### src/rtl/pipe_pkg.sv
// Shared constants and FSM state type for the pipe sprite line fetcher.
package pipe_pkg;

  localparam int unsigned SPR_W    = 20;
  localparam int unsigned SPR_H    = 40;
  localparam int unsigned N_PIPES  = 4;
  localparam int unsigned SCREEN_W = 640;

  localparam int unsigned RamAddrW = 19;
  localparam int unsigned LbAddrW  = 10;
  localparam int unsigned PixW     = 4;

  typedef enum logic [2:0] {
    StIdle,
    StCheck,
    StFetch,
    StDrain,
    StFinish
  } fetch_state_e;

endpackage

### src/rtl/pipe_line_fetch_if.sv
// Sprite RAM read port and line buffer write port as seen by the fetch unit.
interface pipe_line_fetch_if;
  import pipe_pkg::*;

  logic [RamAddrW-1:0] ram_read_addr;
  logic [PixW-1:0]     ram_data;
  logic                lb_we;
  logic [LbAddrW-1:0]  lb_addr;
  logic [PixW-1:0]     lb_data;

  modport master (
    output ram_read_addr,
    input  ram_data,
    output lb_we,
    output lb_addr,
    output lb_data
  );

  modport slave (
    input  ram_read_addr,
    output ram_data,
    input  lb_we,
    input  lb_addr,
    input  lb_data
  );

endinterface

### src/rtl/pipe_line_fetch.sv
// Walks the pipe list for one scanline, reads each hit pipe's sprite row from RAM and
// writes opaque, on-screen pixels into the line buffer (later pipes overwrite earlier).
module pipe_line_fetch #(
  parameter int unsigned SPR_W    = pipe_pkg::SPR_W,
  parameter int unsigned SPR_H    = pipe_pkg::SPR_H,
  parameter int unsigned N_PIPES  = pipe_pkg::N_PIPES,
  parameter int unsigned SCREEN_W = pipe_pkg::SCREEN_W
) (
  input  logic                    CLK,
  input  logic                    Reset,
  input  logic                    line_start,
  input  logic [9:0]              next_y,
  input  logic [N_PIPES-1:0]      pipe_en,
  input  logic [N_PIPES-1:0]      pipe_flip,
  input  logic [N_PIPES-1:0][9:0] pipe_x,
  input  logic [N_PIPES-1:0][9:0] pipe_y,
  pipe_line_fetch_if.master       bus,
  output logic                    busy,
  output logic                    done,
  output logic                    overrun
);
  import pipe_pkg::*;

  localparam int unsigned IdxW = (N_PIPES > 1) ? $clog2(N_PIPES) : 1;
  localparam int unsigned ColW = (SPR_W > 1) ? $clog2(SPR_W) : 1;
  localparam logic [IdxW-1:0] LastIdx = IdxW'(N_PIPES - 1);
  localparam logic [ColW-1:0] LastCol = ColW'(SPR_W - 1);

  fetch_state_e state_q, state_d;

  logic [9:0]              ny_q;
  logic [N_PIPES-1:0]      en_q, flip_q;
  logic [N_PIPES-1:0][9:0] x_q, y_q;
  logic [IdxW-1:0]         idx_q;
  logic [ColW-1:0]         col_q;
  logic [RamAddrW-1:0]     addr_q;
  logic                    cap_valid_q;
  logic [LbAddrW:0]        cap_x_q;
  logic                    lb_we_q;
  logic [LbAddrW-1:0]      lb_addr_q;
  logic [PixW-1:0]         lb_data_q;
  logic                    overrun_q;

  logic                hit, last_pipe, last_col;
  logic [9:0]          row_raw, row;
  logic [RamAddrW-1:0] base_addr;
  logic [LbAddrW:0]    pix_x;

  always_comb begin
    row_raw   = ny_q - y_q[idx_q];
    row       = flip_q[idx_q] ? (10'(SPR_H - 1) - row_raw) : row_raw;
    // 11-bit upper bound so pipes near the bottom of the y range do not wrap
    hit       = en_q[idx_q] && (ny_q >= y_q[idx_q]) &&
                ({1'b0, ny_q} < ({1'b0, y_q[idx_q]} + 11'(SPR_H)));
    base_addr = RamAddrW'(row) * RamAddrW'(SPR_W);
    last_pipe = (idx_q == LastIdx);
    last_col  = (col_q == LastCol);
    pix_x     = {1'b0, x_q[idx_q]} + 11'(col_q);
  end

  always_ff @(posedge CLK) begin
    if (Reset) begin
      state_q <= StIdle;
    end else begin
      state_q <= state_d;
    end
  end

  always_comb begin
    state_d = state_q;
    case (state_q)
      StIdle:   if (line_start) state_d = StCheck;
      StCheck: begin
        if (hit)            state_d = StFetch;
        else if (last_pipe) state_d = StFinish;
      end
      StFetch:  if (last_col) state_d = StDrain;
      StDrain:  state_d = last_pipe ? StFinish : StCheck;
      StFinish: state_d = StIdle;
      default:  state_d = StIdle;
    endcase
  end

  always_comb begin
    busy = (state_q != StIdle);
    done = (state_q == StFinish);
  end

  always_ff @(posedge CLK) begin
    if (Reset) begin
      ny_q        <= '0;
      en_q        <= '0;
      flip_q      <= '0;
      x_q         <= '0;
      y_q         <= '0;
      idx_q       <= '0;
      col_q       <= '0;
      addr_q      <= '0;
      cap_valid_q <= 1'b0;
      cap_x_q     <= '0;
      lb_we_q     <= 1'b0;
      lb_addr_q   <= '0;
      lb_data_q   <= '0;
      overrun_q   <= 1'b0;
    end else begin
      if (line_start && (state_q != StIdle)) overrun_q <= 1'b1;

      // RAM data lags the address by one cycle; column travels with it
      cap_valid_q <= (state_q == StFetch);
      cap_x_q     <= pix_x;
      lb_we_q     <= cap_valid_q && (bus.ram_data != '0) && (cap_x_q < 11'(SCREEN_W));
      if (cap_valid_q) begin
        lb_addr_q <= cap_x_q[LbAddrW-1:0];
        lb_data_q <= bus.ram_data;
      end

      case (state_q)
        StIdle: begin
          if (line_start) begin
            ny_q   <= next_y;
            en_q   <= pipe_en;
            flip_q <= pipe_flip;
            x_q    <= pipe_x;
            y_q    <= pipe_y;
            idx_q  <= '0;
          end
        end
        StCheck: begin
          if (hit) begin
            col_q  <= '0;
            addr_q <= base_addr;
          end else if (!last_pipe) begin
            idx_q <= idx_q + 1'b1;
          end
        end
        StFetch: begin
          if (!last_col) begin
            col_q  <= col_q + 1'b1;
            addr_q <= addr_q + 1'b1;
          end
        end
        StDrain: begin
          if (!last_pipe) idx_q <= idx_q + 1'b1;
        end
        default: ;
      endcase
    end
  end

  assign bus.ram_read_addr = addr_q;
  assign bus.lb_we         = lb_we_q;
  assign bus.lb_addr       = lb_addr_q;
  assign bus.lb_data       = lb_data_q;
  assign overrun           = overrun_q;

endmodule

### src/flat_wrapper.sv
// flat-port wrapper written by rule: the top's interface ports become plain ports
module pipe_line_fetch_flat import pipe_pkg::*;
#(
  parameter int unsigned SPR_W    = pipe_pkg::SPR_W,
  parameter int unsigned SPR_H    = pipe_pkg::SPR_H,
  parameter int unsigned N_PIPES  = pipe_pkg::N_PIPES,
  parameter int unsigned SCREEN_W = pipe_pkg::SCREEN_W
)
  (CLK, Reset, line_start, next_y, pipe_en, pipe_flip, pipe_x, pipe_y, busy, done, overrun, bus_ram_read_addr, bus_ram_data, bus_lb_we, bus_lb_addr, bus_lb_data);
  pipe_line_fetch_if bus_i ();
  input  logic CLK;
  input  logic Reset;
  input  logic line_start;
  input  logic [9:0] next_y;
  input  logic [N_PIPES-1:0] pipe_en;
  input  logic [N_PIPES-1:0] pipe_flip;
  input  logic [N_PIPES-1:0][9:0] pipe_x;
  input  logic [N_PIPES-1:0][9:0] pipe_y;
  output logic busy;
  output logic done;
  output logic overrun;
  output wire logic [$bits(bus_i.ram_read_addr)-1:0] bus_ram_read_addr;
  input wire logic [$bits(bus_i.ram_data)-1:0] bus_ram_data;
  output wire logic [$bits(bus_i.lb_we)-1:0] bus_lb_we;
  output wire logic [$bits(bus_i.lb_addr)-1:0] bus_lb_addr;
  output wire logic [$bits(bus_i.lb_data)-1:0] bus_lb_data;
  assign bus_ram_read_addr = bus_i.ram_read_addr;
  assign bus_i.ram_data = bus_ram_data;
  assign bus_lb_we = bus_i.lb_we;
  assign bus_lb_addr = bus_i.lb_addr;
  assign bus_lb_data = bus_i.lb_data;
  pipe_line_fetch #(.SPR_W(SPR_W), .SPR_H(SPR_H), .N_PIPES(N_PIPES), .SCREEN_W(SCREEN_W)) u_core (.CLK(CLK), .Reset(Reset), .line_start(line_start), .next_y(next_y), .pipe_en(pipe_en), .pipe_flip(pipe_flip), .pipe_x(pipe_x), .pipe_y(pipe_y), .bus(bus_i), .busy(busy), .done(done), .overrun(overrun));
endmodule
### config.mk
export PLATFORM = sky130hd
export DESIGN_NAME = pipe_line_fetch_flat
export DESIGN_NICKNAME = d
export VERILOG_FILES = /design/src/rtl/pipe_pkg.sv /design/src/rtl/pipe_line_fetch_if.sv /design/src/rtl/pipe_line_fetch.sv /design/src/flat_wrapper.sv
export SDC_FILE = /design/constraint.sdc
export NUM_CORES = 1
export LEC_CHECK = 0
export ABC_CLOCK_PERIOD_IN_PS = 16700
export CAP_MARGIN = 30
export CORE_MARGIN = 3
export CORE_UTILIZATION = 53
export CTS_CLUSTER_SIZE = 20
export DETAILED_ROUTE_END_ITERATION = 12
export GPL_TIMING_DRIVEN = 0
export PLACE_DENSITY_LB_ADDON = 0.05
export RECOVER_POWER = 25
export SLEW_MARGIN = 20
export SYNTH_ARGS = -nofsm -noshare
export SYNTH_HDL_FRONTEND = slang
export SYNTH_SLANG_ARGS = --single-unit
### constraint.sdc
create_clock -name CLK -period 16.7 [get_ports CLK]
set_clock_uncertainty 0.1 [all_clocks]
set_input_delay 2.505 -clock CLK [delete_from_list [all_inputs] [get_ports CLK]]
set_output_delay 2.505 -clock CLK [all_outputs]
set_load 0.05 [all_outputs]
==> flow_metrics.tcl <==
set metrics [dict create \
    status "completed" \
    firstDrtPassIters 5 \
    start_kind "flop" \
    synthArstFlopShare_pct 0 \
    clkPwrFrac_pct 32.0 \
    rr_startpoint "u_core.idx_q[0]$_SDFFE_PP0P_" \
    cts_sinks 155 \
    wl_mm 20.5 \
    wire_per_inst_um 15.7 \
    crit_path_max_incr_delay_ps 700 \
    die_x_um 128 \
    fin_crit_ps 7010 \
    syn-num-nets 1107 \
    p_total_uw 1130 \
    maxSlewViolCount 0 \
    grt_first_pass_wirelength_mm 33.7 \
    clock_latency_ps 430 \
    rows 44 \
    use_met3_pct 4.88 \
    yosys_warnings 0 \
    rsz0062_at_grt "false" \
    vias 7238 \
    worstMarginPinSlew_ps 855 \
    clk_pin_slew_ps 70 \
    antenna_found_initial 0 \
    min_from "u_core.cap_x_q[10]$_SDFF_PP0_" \
    boundaryPins 142 \
    whs_path_depth 1 \
    synth_seq_cells 155 \
    antenna_cells 0 \
    synth_cell_types 66 \
    busiest_layer "met2" \
    whs_endpoint "u_core.bus.lb_we$_SDFF_PP0_" \
    setup_viol 0 \
    power_density_nw_per_um2 112 \
    p_int_uw 751 \
    track_usage_pct 25.5 \
    cts_resized 0 \
    ctsHoldBuffers 0 \
    synthCells 956 \
    p_seq_share_pct 35.5 \
    grt_max_degree 17 \
    rrSetupSlack_ps 9690 \
    clock_path_buffers 2 \
    slowest_stage "clkbuf_1" \
    cts_root_buf "clkbuf_16" \
    timing.setup.tns_ps 0 \
    cp-end-kind "flop" \
    synth.most_common_cell "nand2_1" \
    numCtsBuffers 17 \
    die_h_um 128 \
    drive_above_1_share_pct 6.38 \
    overflow 0 \
    worstPathArrival_ps 7270 \
    ys_top_cells_by_area "dfxtp_1 39%, nand2_1 11%, a21oi_1 8.7%, ha_1 6.8%, mux4_2 5.4%" \
    dieArea_um2 16400 \
    h-tree-depth 4 \
    avgViaCountPerCell 5.52 \
    gp_congestion 0.904 \
    yosys.area.top_type_share_pct 39.2 \
    path_buf_inv 5 \
    p_comb_share_pct 32.4 \
    fp.coreArea_um2 14600 \
    yosys.area.top_type "dfxtp_1" \
    yosysSeqAreaShare_pct 39.2 \
    numPortBuffers 140 \
    hold_viol 0 \
    worstPathMaxFanout 10 \
    crit_type "flop to flop" \
    netlist_area_um2 7920 \
    ir_worst_vdd_mv 0.0776 \
    grt_pass1_vias 6996 \
    cts_setup_buffers 0 \
    use_met2_pct 41.3 \
    syn_area_per_cell_um2 8.28 \
    nets 1266 \
    fmax_ghz 0.143 \
    final-instance-count-excl-fill 1312 \
    final_antenna_net_count 0 \
    hold_class "flop to flop" \
    synth_flop_cell "dfxtp_1" \
    place_hpwl_mm 15.6 \
    fin_crit_sh_pct 42.0 \
    timing.rr.end "u_core.bus.ram_read_addr[13]$_SDFFE_PP0P_" \
    cts_tree "built" \
    rr_worst_depth 24 \
    slew_headroom_pct 43.0 \
    start_util_pct 54.3 \
    drt_iter0_markers 440 \
    maxCapViolCount 0 \
    synthTopCellsByCount "235 x nand2_1, 155 x dfxtp_1, 138 x a21oi_1" \
    synth_edf_count 0 \
    swShare_pct 33.7 \
    placed_cells 1280 \
    drc 0 \
    grtUsageMet1_pct 34.1 \
    worstPathCellList "clkbuf_1, clkbuf_1, clkbuf_1, mux4_2, inv_1, ha_1, nor2b_1, o21ai_1, nand2_1, xor2_1, inv_1, ha_1, nand2_1, o21ai_0, ha_1, fa_1, a21o_1, a21oi_1, o21ai_0, o21ai_0, nor4bb_1, a211oi_1, o221ai_1, a21oi_1" \
    path_delay_family "buffers and inverters" \
    p_leak_uw 0.00380 \
    p_switching_uw 382 \
    area_delta_synth_final_pct 27.4 \
    worstPathRequired_ps 16960 \
]
## cells by family (layout without fill, tap and decap cells)
family                     Yosys count  count (layout)  synth area share [%]
AOI/OAI and AO/OA                  216             216                  15.6
xor gates and xnor gates            32              32                  3.54
adders and majority gates           46              46                  7.55
buffers and inverters               83             255                  4.27
DFF                                155             155                  39.2
muxes                               39              39                  8.36
and+or+nand+nor                    385             385                  21.5
## worst max path at each step
| stage | startpoint | to | slack (ps) | depth (start not counted) |
|---|---|---|---|---|
| floorplan | u_core.idx_q[0]$_SDFFE_PP0P_ | u_core.bus.ram_read_addr[13]$_SDFFE_PP0P_ | 11370 | 24 |
| global route | u_core.idx_q[0]$_SDFFE_PP0P_ | u_core.bus.ram_read_addr[13]$_SDFFE_PP0P_ | 8970 | 24 |
| detailed placement | u_core.idx_q[0]$_SDFFE_PP0P_ | u_core.bus.ram_read_addr[13]$_SDFFE_PP0P_ | 10400 | 25 |
| global placement | u_core.idx_q[0]$_SDFFE_PP0P_ | u_core.bus.ram_read_addr[13]$_SDFFE_PP0P_ | 10450 | 24 |
| finish | u_core.idx_q[0]$_SDFFE_PP0P_ | u_core.bus.ram_read_addr[13]$_SDFFE_PP0P_ | 9690 | 24 |
| CTS | u_core.idx_q[0]$_SDFFE_PP0P_ | u_core.bus.ram_read_addr[13]$_SDFFE_PP0P_ | 10370 | 24 |
## layout make-up
cell class | instances | area (um2)
flip-flops and latches | 155 | 3100
clock inverters | 14 | 113
plain buffers | 58 | 233
fillers | 1261 | 4500
repair buffers | 140 | 1400
multi-input cells | 718 | 4480
clock buffers | 18 | 439
inverters | 25 | 93.8
well taps | 184 | 230
## stage by stage
| stage | util, % | hold WS (ps) | setup WS (ps) | instance area [um2] |
|---|---|---|---|---|
| after global placement | 65.5 | 285 | 10450 | 9550 |
| after CTS | 69.2 | 338 | 10370 | 10100 |
| after global routing | 69.2 | 343 | 8970 | 10100 |
| after detailed placement | 65.5 | 297 | 10400 | 9550 |
| final | 69.2 | 333 | 9690 | 10100 |
| after floorplan | - | 273 | 11370 | 7920 |
## routing by layer
layer,up-vias,share of wire [%]
met5,-,0
met4,0,2.1
met3,31,6.2
met2,222,47
met1,3373,45
li1,3612,-
## power groups by stage
stage               Sequential, uW  Clock, uW  Combinational [uW]
floorplan                      412          0                 263
global placement               410          0                 357
detailed placement             410          0                 362
CTS                            402        365                 366
global route                   404        381                 411
finish                         402        363                 367
## cell usage in the layout (no fill, tap or decap), types with 5 or more instances in the layout
cell type and n:
clkbuf_16 17, o21ai_1 11, mux2i_1 17, a21oi_1 138, nor3_1 14, or3_1 7
nand2_1 235, clkbuf_1 49, clkdlybuf4s50_1 138, mux4_2 19, xnor2_1 20, nand2b_1 8
nand3_1 12, xor2_1 12, ha_1 43, nor2b_1 11, and3_1 8, inv_1 22
o21ai_0 22, a21o_1 11, nor2_1 58, inv_6 5, dfxtp_1 155
## sequential cells by signal, indices dropped and copies added, names as in the netlist
signal                    flops
u_core.bus.lb_addr           10
u_core.bus.lb_data            4
u_core.bus.lb_we              1
u_core.bus.ram_read_addr     19
u_core.cap_valid_q            1
u_core.cap_x_q               11
u_core.col_q                  5
u_core.en_q                   4
u_core.flip_q                 4
u_core.idx_q                  2
u_core.ny_q                  10
u_core.overrun                1
u_core.state_q                3
u_core.x_q                   40
u_core.y_q                   40
Power figures use the tool's default switching activity.
